<file path="config.mk">
export PLATFORM = sky130hd
export DESIGN_NAME = tone_player
export DESIGN_NICKNAME = d
export VERILOG_FILES = /design/src/rtl/tone_pkg.sv /design/src/rtl/tone_divider.sv /design/src/rtl/tone_player.sv
export SDC_FILE = /design/constraint.sdc
export NUM_CORES = 1
export LEC_CHECK = 0
export ABC_CLOCK_PERIOD_IN_PS = 3740
export CAP_MARGIN = 40
export CORE_MARGIN = 3
export CORE_UTILIZATION = 30
export CTS_BUF_LIST = sky130_fd_sc_hd__clkbuf_8
export DETAILED_ROUTE_END_ITERATION = 10
export SETUP_SLACK_MARGIN = 0.15
export SYNTH_ARGS = -nofsm -noshare
export SYNTH_HDL_FRONTEND = slang
export SYNTH_SLANG_ARGS = --single-unit
export TNS_END_PERCENT = 1
</file>
<file path="constraint.sdc">
create_clock -name iCLK -period 3.74 [get_ports iCLK]
set_input_delay 0.561 -clock iCLK [delete_from_list [all_inputs] [get_ports iCLK]]
set_output_delay 0.561 -clock iCLK [all_outputs]
set_load 0.01 [all_outputs]
</file>
<file path="src/rtl/tone_pkg.sv">
// Shared types and defaults for the tone sequencer.
package tone_pkg;

    typedef enum logic [1:0] {
        IDLE = 2'd0,
        PLAY = 2'd1,
        DONE = 2'd2
    } state_e;

    localparam int CLK_HZ_DEF = 50_000_000;
    localparam int DEPTH_DEF  = 16;
    localparam int DIV_W_DEF  = 20;
    localparam int DUR_W_DEF  = 24;

    // Half-period divider for a tone frequency, for whoever loads the table.
    function automatic int unsigned hz_to_div(input int unsigned clk_hz,
                                              input int unsigned tone_hz);
        return (tone_hz == 0) ? 0 : clk_hz / (2 * tone_hz);
    endfunction

endpackage

</file>
<file path="src/rtl/tone_divider.sv">
// Square-wave generator: toggles every div cycles, first half low after clear.
module tone_divider #(
    parameter int DIV_W = 20
) (
    input  logic             clk,
    input  logic             rst_n,
    input  logic             clear,
    input  logic             en,
    input  logic [DIV_W-1:0] div,
    output logic             wave
);

    logic [DIV_W-1:0] cnt_q, cnt_d;
    logic             wave_q, wave_d;

    // Next count/wave: clear wins, div=0 is a rest, wrap at div-1 and toggle.
    always_comb begin
        cnt_d  = cnt_q;
        wave_d = wave_q;
        if (clear) begin
            cnt_d  = '0;
            wave_d = 1'b0;
        end else if (en) begin
            if (div == '0) begin
                cnt_d  = '0;
                wave_d = 1'b0;
            end else if (cnt_q == div - DIV_W'(1)) begin
                cnt_d  = '0;
                wave_d = ~wave_q;
            end else begin
                cnt_d = cnt_q + DIV_W'(1);
            end
        end
    end

    // Divider state registers.
    always_ff @(posedge clk or negedge rst_n) begin
        if (!rst_n) begin
            cnt_q  <= '0;
            wave_q <= 1'b0;
        end else begin
            cnt_q  <= cnt_d;
            wave_q <= wave_d;
        end
    end

    assign wave = wave_q;

endmodule

</file>
<file path="src/rtl/tone_player.sv">
// Multi-note tone sequencer: plays a writable table of {half-period, duration}
// entries back to back on a start pulse, with optional looping and abort.
module tone_player
    import tone_pkg::*;
#(
    parameter int CLK_HZ = 50_000_000,
    parameter int DEPTH  = 16,
    parameter int ADDR_W = $clog2(DEPTH),
    parameter int DIV_W  = 20,
    parameter int DUR_W  = 24
) (
    input  logic              iCLK,
    input  logic              iRST_N,
    input  logic              iSTART,
    input  logic              iSTOP,
    input  logic              iLOOP,
    input  logic              iWR_EN,
    input  logic [ADDR_W-1:0] iWR_ADDR,
    input  logic [DIV_W-1:0]  iWR_DIV,
    input  logic [DUR_W-1:0]  iWR_DUR,
    output logic              oSOUND,
    output logic              oBUSY,
    output logic              oNOTE_STB,
    output logic [ADDR_W-1:0] oNOTE_IDX,
    output logic              oDONE
);

    if (DEPTH < 2 || (DEPTH & (DEPTH - 1)) != 0 || CLK_HZ <= 0) begin : g_bad_param
        $error("tone_player: DEPTH must be a power of two >= 2 and CLK_HZ positive");
    end

    typedef struct packed {
        logic [DIV_W-1:0] div;
        logic [DUR_W-1:0] dur;
    } note_t;

    note_t             tbl_q [DEPTH];

    state_e            state_q, state_d;
    logic              busy_q, busy_d;
    logic              stb_q, stb_d;
    logic              done_q, done_d;
    logic [ADDR_W-1:0] idx_q, idx_d;
    note_t             cur_q, cur_d;
    logic [DUR_W-1:0]  dur_cnt_q, dur_cnt_d;

    logic              tone_clr;
    logic              load_note;
    logic [ADDR_W-1:0] load_idx;
    logic [ADDR_W-1:0] nxt_idx;
    logic              dur_last;
    logic              last_entry;
    note_t             first_n, next_n;

    // Note storage: no reset, writes accepted in every state.
    always_ff @(posedge iCLK) begin
        if (iWR_EN) tbl_q[iWR_ADDR] <= '{div: iWR_DIV, dur: iWR_DUR};
    end

    assign nxt_idx    = idx_q + ADDR_W'(1);
    assign first_n    = tbl_q[0];
    assign next_n     = tbl_q[nxt_idx];
    assign last_entry = (idx_q == ADDR_W'(DEPTH - 1));
    assign dur_last   = (dur_cnt_q == cur_q.dur - DUR_W'(1));

    // Sequencer next state: continue note, advance, loop, finish or abort.
    always_comb begin
        state_d   = state_q;
        busy_d    = 1'b0;
        stb_d     = 1'b0;
        done_d    = 1'b0;
        idx_d     = idx_q;
        cur_d     = cur_q;
        dur_cnt_d = dur_cnt_q;
        tone_clr  = 1'b1;
        load_note = 1'b0;
        load_idx  = '0;
        unique case (state_q)
            IDLE: begin
                if (iSTART && !iSTOP) begin
                    if (first_n.dur == '0) begin
                        state_d = DONE;
                        done_d  = 1'b1;
                    end else begin
                        load_note = 1'b1;
                    end
                end
            end
            PLAY: begin
                if (iSTOP) begin
                    state_d = IDLE;
                end else if (!dur_last) begin
                    busy_d    = 1'b1;
                    dur_cnt_d = dur_cnt_q + DUR_W'(1);
                    tone_clr  = 1'b0;
                end else if (!last_entry && next_n.dur != '0) begin
                    load_note = 1'b1;
                    load_idx  = nxt_idx;
                end else if (iLOOP && first_n.dur != '0) begin
                    // Loop restart; an entry 0 emptied mid-play ends the run instead.
                    load_note = 1'b1;
                end else begin
                    state_d = DONE;
                    done_d  = 1'b1;
                end
            end
            DONE: state_d = IDLE;
            default: state_d = IDLE;
        endcase
        // Snapshot the entry so later writes cannot disturb the playing note.
        if (load_note) begin
            state_d   = PLAY;
            busy_d    = 1'b1;
            stb_d     = 1'b1;
            idx_d     = load_idx;
            cur_d     = tbl_q[load_idx];
            dur_cnt_d = '0;
        end
    end

    // Sequencer state and registered outputs.
    always_ff @(posedge iCLK or negedge iRST_N) begin
        if (!iRST_N) begin
            state_q   <= IDLE;
            busy_q    <= 1'b0;
            stb_q     <= 1'b0;
            done_q    <= 1'b0;
            idx_q     <= '0;
            cur_q     <= '0;
            dur_cnt_q <= '0;
        end else begin
            state_q   <= state_d;
            busy_q    <= busy_d;
            stb_q     <= stb_d;
            done_q    <= done_d;
            idx_q     <= idx_d;
            cur_q     <= cur_d;
            dur_cnt_q <= dur_cnt_d;
        end
    end

    tone_divider #(.DIV_W(DIV_W)) u_div (
        .clk   (iCLK),
        .rst_n (iRST_N),
        .clear (tone_clr),
        .en    (state_q == PLAY),
        .div   (cur_q.div),
        .wave  (oSOUND)
    );

    assign oBUSY     = busy_q;
    assign oNOTE_STB = stb_q;
    assign oNOTE_IDX = idx_q;
    assign oDONE     = done_q;

endmodule

</file>
==> results of run 1 <==
==> power groups by stage <==
stage / registers [mW] / logic, mW / clock network [mW]
floorplan: 10.3 / 0.605 / 0
global placement: 10.4 / 1.32 / 0
detailed placement: 10.4 / 1.33 / 0
CTS: 10.2 / 1.39 / 7.61
global route: 10.2 / 1.56 / 8.03
finish: 10.2 / 1.45 / 7.46
==> layout by cell type (no fill, tap or decap), types with 15 or more instances in the layout <==
| master | count |
|---|---|
| edfxtp_1 | 704 |
| buf_4 | 315 |
| mux2i_1 | 207 |
| nand2_1 | 196 |
| clkbuf_8 | 128 |
| nor2_1 | 112 |
| nand3_1 | 100 |
| dfrtp_1 | 95 |
| a21oi_1 | 84 |
| o21ai_0 | 71 |
| buf_12 | 68 |
| nor4_1 | 62 |
| clkdlybuf4s50_1 | 60 |
| inv_1 | 48 |
| xnor2_1 | 48 |
| a22oi_1 | 46 |
| nor3_1 | 44 |
| xor2_1 | 44 |
| and3_1 | 26 |
| mux2_2 | 25 |
| o211ai_1 | 24 |
| clkinv_2 | 24 |
| clkinv_1 | 23 |
| o22ai_1 | 22 |
| a31oi_1 | 21 |
| nor2_4 | 21 |
| or3_1 | 18 |
| a221oi_1 | 15 |
| nand4_1 | 15 |
==> cell families after synthesis <==
| group | share of synthesized area |
|---|---|
| multiplexers | 0.0801 |
| AND/OR/NAND/NOR | 0.105 |
| AO/OA/AOI/OAI | 0.0874 |
| flip-flops | 0.680 |
| buffers and inverters | 0.0215 |
| XOR/XNOR | 0.0237 |
| adder cells (fa/ha/maj) | 0.00216 |
==> stage by stage <==
step	hold WS [ns]	std cells	util	TNS [ns]	area [um^2]
detailed placement	0.525	4294	0.352	-47.38	40300
floorplan	0.265	2492	-	-69.92	34700
global placement	0.520	4291	0.351	-46.28	40200
global route	0.447	4563	0.386	-17.81	44100
finish	0.428	4568	0.386	-11.86	44200
CTS	0.383	4548	0.380	-12.24	43500
==> worst max-delay path, delay by kind of cell (launching register included) <==
kind                   cells  cell delay (ns)
AO/OA/AOI/OAI              7             1.61
buffers and inverters      7             1.08
AND/OR/NAND/NOR            3             0.74
flip-flops                 1             0.53
==> final timing paths <==
check,to,from,slack (ns),cells after the start
max,cur_q[0],oNOTE_IDX[0],-0.40,17
min,cur_q[9],iRST_N,0.43,2
max reg2reg,cur_q[0],oNOTE_IDX[0],-0.40,17
min reg2reg,u_div.cnt_q[0],u_div.cnt_q[0],0.54,1
max in group asynchronous,cur_q[6],iRST_N,2.48,3
min in group iCLK,u_div.cnt_q[0],u_div.cnt_q[0],0.54,1
==> area by class of cell <==
| type | count | area [um^2] |
|---|---|---|
| multi-input cells | 1525 | 11200 |
| well taps | 1512 | 1890 |
| clock buffers | 128 | 1760 |
| flip-flops and latches | 802 | 23600 |
| diodes | 7 | 17.5 |
| inverters | 24 | 96.3 |
| clock inverters | 96 | 748 |
| fillers | 10800 | 70300 |
| repair buffers | 474 | 4820 |
==> routing by layer <==
layer,GRT usage,share of wire
met1,0.258,0.42
met5,0,0.00024
met3,0.0323,0.092
met4,0.0641,0.032
met2,0.291,0.45
==> state kept, by name, summed over array words and instances (netlist names) <==
signal / flops
tbl_q: 704
cur_q: 44
dur_cnt_q: 24
u_div.cnt_q: 20
oNOTE_IDX: 4
state_q: 2
oBUSY: 1
oDONE: 1
oNOTE_STB: 1
u_div.wave: 1
==> what timing repair did <==
| item | CTS | global route |
|---|---|---|
| buffers inserted | 27 | 10 |
| gates resized for setup | 99 | 99 |
| setup endpoints to repair | 77 | 95 |
| pin swaps | 46 | 42 |
| cloned | 2 | 3 |
| hold endpoints to repair | 34 | 0 |
| hold buffers | 1 | 0 |
==> metrics.md, run 1 <==
| Metric | Value |
|---|---|
| Max VDD drop | `0.263 mV` |
| Total Power | `19.1 mW` |
| Average cell area after synthesis | `13.9 um^2` |
| Most frequent cell after synthesis | `edfxtp_1` |
| Setup-violating endpoint count in the final report | `44` |
| Slew @ Worst Pin | `0.924 ns` |
| Unrepaired setup endpoints after global routing | `yes` |
| Clock buffer count from CTS | `120` |
| Final Skew | `0.0538 ns` |
| Core footprint | `115,000 um^2` |
| Critical Path Sink Type | `register` |
| Synthesis Warnings | `0` |
| # clock sinks | `802` |
| Commonest register cell after synthesis | `edfxtp_1` |
| Int Pwr | `14.6 mW` |
| Iteration count of the initial detailed-routing pass | `5` |
| Synth Net Count | `2,552` |
| Boundary pin count | `62` |
| Status | `complete, but fails checks` |
| Cells after Synth | `2,492` |
| Final Cycle Share | `1.11` |
| Async SR Flop Fraction | `0.122` |
| Min Tclk post-route | `4.14 ns` |
| Yosys cell types | `85` |
| Worst setup path class | `register to register` |
| Max_slew headroom | `0.382` |
| Fmax | `242 MHz` |
| Vias in the first global route | `24,100` |
| CP arrival | `4.75 ns` |
| Post-DP HPWL | `74,400 um` |
| Sequential fraction of the synthesis area | `0.680` |
| Final worst slack | `-0.400 ns` |
| Wirelength per Cell | `24.9 um` |
| Overflow left after global routing | `0` |
| CP most frequent cell | `buf_12` |
| Max Buffers Root-to-Sink | `3` |
| Initial DRC count | `2,878` |
| Failing checks | `setup timing` |
| P_sw | `4.49 mW` |
| Vias post-DR | `24,600` |
| Post-synth EDFFs | `704` |
| Antenna violations before repair | `5` |
| I/O Buffers | `61` |
| First-pass GRT wire length | `166,000 um` |
| Startpoint types | `register` |
| Pleak | `15.0 nW` |
| Layout Area Growth over Synthesis | `27.3%` |
| PwrDens | `433 nW/um^2` |
| Post-Route WL | `114,000 um` |
| Nets@finish | `3,007` |
| Setup Slack @ Placement | `-0.847 ns` |
| Synth area leaders | `edfxtp_1 61%, dfrtp_1 7.1%, mux2i_1 6.4%` |
| CP peak stage delay | `0.53 ns` |
| Starting Density | `0.303` |
| Vias per cell | `5.39` |
| Htree depth | `3` |
| Clk_lat worst skew | `0.78 ns` |
| Sequential power share | `0.534` |
| CTS tree | `built` |
| Synth top cells by count | `704 x edfxtp_1, 222 x mux2i_1, 201 x nand2_1` |
| Chip height | `346 um` |
| Gpl congestion | `0.942` |
| Largest net degree at the start of global routing | `65` |
| Remaining antenna violation count | `0` |
| Register bit count reported by yosys | `802` |
| Die width | `346 um` |
| Required time worst endpoint | `4.35 ns` |
| Clock transition at path regs | `0.07 ns` |
| DRC violations left | `0` |
| Mapped Area | `34,700 um^2` |
| Yosys top cell area share | `0.610` |
| CP Max Fanout | `16` |
| Final hold violations | `0` |
| Comb power frac | `0.076` |
| Row Count | `124` |
| Slew Viols, Final | `0` |
| Die ar. | `120,000 um^2` |
| Slowest cell on the critical path | `dfrtp_4` |
| HP Class | `input pin to async pin` |
| CTS root buf | `clkbuf_8` |
| Layout cells sized above 1 | `0.259` |
| Switch share | `0.235` |
| Biggest area consumer among synthesized cells | `edfxtp_1` |
| Max-Cap Viols | `0` |
| Clock power frac | `0.390` |
| GRT Util Overall | `0.185` |
| Crit-path cells | `buf_12 -> buf_16 -> or4_4 -> o211ai_1 -> o21ai_2 -> a2111oi_4 -> buf_4 -> o21a_4 -> buf_6 -> nor4_4 -> buf_12 -> buf_12 -> buf_12 -> a31oi_2 -> o22ai_1 -> o211ai_1 -> nand3_1` |
Power figures use the tool's default switching activity.
==> run 2: changes to the inputs <==
--- a/config.mk
+++ b/config.mk
@@ -7,6 +7,7 @@
 export LEC_CHECK = 0
 export ABC_CLOCK_PERIOD_IN_PS = 3740
 export CAP_MARGIN = 40
+export CORE_ASPECT_RATIO = 1.4
 export CORE_MARGIN = 3
 export CORE_UTILIZATION = 30
 export CTS_BUF_LIST = sky130_fd_sc_hd__clkbuf_8
==> metrics.md, run 2 (synthesis results as in run 1) <==
| Metric | Value |
|---|---|
| Status | `complete, but fails checks` |
| Failing checks | `setup timing` |
| P_sw | `4.56 mW` |
| Grt met1 use | `0.219` |
| Die ar. | `120,000 um^2` |
| HP Class | `input pin to async pin` |
| Clk_lat worst skew | `0.82 ns` |
| Htree depth | `3` |
| Required time worst endpoint | `4.40 ns` |
| Max_slew headroom | `0.388` |
| Max-Cap Viols | `0` |
| Setup Slack @ Placement | `-0.906 ns` |
| Crit. Startpoint | `cur_q[0]` |
| First-pass GRT wire length | `169,000 um` |
| Post-route design area | `43,500 um^2` |
| Slew Viols, Final | `0` |
| M3 GR Usage | `0.0359` |
| Vias per cell | `5.38` |
| Instance area after placement | `40,300 um^2` |
| Max VDD drop | `0.294 mV` |
| Slew @ Worst Pin | `0.915 ns` |
| GRT Util Overall | `0.192` |
| I/O Buffers | `61` |
| Worst setup path class | `register to register` |
| Antenna violations before repair | `10` |
| Post-route setup TNS | `-17.96 ns` |
| DRC violations left | `0` |
| Post-Route WL | `117,000 um` |
| Remaining antenna violation count | `0` |
| Post-layout util | `0.379` |
| Largest net degree at the start of global routing | `45` |
| Die width | `293 um` |
| Boundary pin count | `62` |
| Clock transition at path regs | `0.07 ns` |
| Final Cycle Share | `1.12` |
| Top reg by flops | `tbl_q` |
| Min Tclk post-route | `4.21 ns` |
| # placed instances | `4,287` |
| Commonest non-fill, non-tap cell in the layout | `edfxtp_1` |
| CP arrival | `4.87 ns` |
| Largest registers | `tbl_q: 704 flops, cur_q: 44 flops, dur_cnt_q: 24 flops` |
| Startpoint types | `register` |
| Worst hold margin | `0.238 ns` |
| Final worst slack | `-0.467 ns` |
| R2r startpoint | `cur_q[0]` |
| Overflow left after global routing | `0` |
| Total Power | `18.7 mW` |
| CTS tree | `built` |
| Row Count | `147` |
| Pleak | `14.8 nW` |
| Layout Area Growth over Synthesis | `25.4%` |
| Max Buffers Root-to-Sink | `3` |
| Int Pwr | `14.1 mW` |
| Clock power frac | `0.373` |
| Core footprint | `115,000 um^2` |
| CP Max Fanout | `5` |
| Fill cells | `10,900` |
| Switch share | `0.244` |
| Clock buffer count from CTS | `113` |
| Wirelength per Cell | `25.8 um` |
| Max reg flops | `704` |
| PwrDens | `429 nW/um^2` |
| # clock sinks | `802` |
| Setup-violating endpoint count in the final report | `71` |
| Post-DP HPWL | `77,600 um` |
| Commonest non-fill, non-tap cells in the layout | `704 x edfxtp_1, 339 x buf_4, 217 x mux2i_1` |
| Vias post-DR | `24,400` |
| Iteration count of the initial detailed-routing pass | `7` |
| CTS root buf | `clkbuf_8` |
| Gpl congestion | `0.921` |
| Final cell count without fillers | `4,541` |
| Unrepaired setup endpoints after global routing | `yes` |
| Comb power frac | `0.078` |
| Chip height | `408 um` |
| Final hold violations | `0` |
| Nets@finish | `3,006` |
| Vias in the first global route | `25,100` |
| Layout cells sized above 1 | `0.244` |
| Starting Density | `0.302` |
| Critical Path Sink Type | `register` |
| Reg2Reg Setup Slack | `-0.47 ns` |
| Grt peak-use layer | `met2` |
| Sequential power share | `0.549` |
| Met2 usage | `0.332` |
| Initial DRC count | `2,423` |
| Fmax | `238 MHz` |
| Final Skew | `0.0535 ns` |
## run 2: area by class of cell
class / instances / area, um^2 / share of cell area
inverters: 24 / 90.1 / 0.00207
flip-flops and latches: 802 / 23600 / 0.542
multi-input cells: 1525 / 11000 / 0.254
repair buffers: 480 / 4630 / 0.106
diodes: 5 / 12.5 / 0.000288
clock buffers: 116 / 1600 / 0.0367
well taps: 1490 / 1860 / 0.0428
clock inverters: 99 / 666 / 0.0153
## run 2: metal layers
layer | wire length [um] | vias to the layer above
met5 | 69 | -
met4 | 8050 | 8
met3 | 7170 | 355
met2 | 58600 | 1004
met1 | 43100 | 12400
li1 | - | 10700
## run 2: final timing paths
kind | endpoint | depth (start not counted)
setup / recovery | cur_q[18] | 14
hold / removal | u_div.cnt_q[9] | 2
setup reg to reg | cur_q[18] | 14
hold reg to reg | u_div.cnt_q[0] | 1
max in group asynchronous | cur_q[20] | 4
min in group iCLK | u_div.cnt_q[0] | 1
## run 2: power groups by stage
stage	clock, mW	sequential, mW	combinational [mW]
finish	6.96	10.2	1.46
floorplan	0	10.3	0.605
global placement	0	10.4	1.36
CTS	7.11	10.2	1.42
global route	7.50	10.2	1.56
detailed placement	0	10.4	1.38
## run 2: worst max-delay path, stage by stage (launching register included)
cell and delay, ns:
dfrtp_2 0.49, or3_4 0.46, o31a_1 0.30, nor3_2 0.17, nand4b_1 0.16, a2111o_1 0.40
or4_4 0.53, buf_6 0.14, or3_4 0.44, nor2_4 0.23, buf_6 0.17, buf_4 0.11
nand3_2 0.05, and3_4 0.15, a211o_1 0.22
## run 2: timing repair
item / in CTS / in global routing
buffers inserted: 7 / 23
pin swaps: 16 / 48
hold buffers: 1 / 0
endpoints found under the hold margin: 36 / 0
cloned: 2 / 1
setup endpoints to repair: 77 / 98
resized for setup: 58 / 75
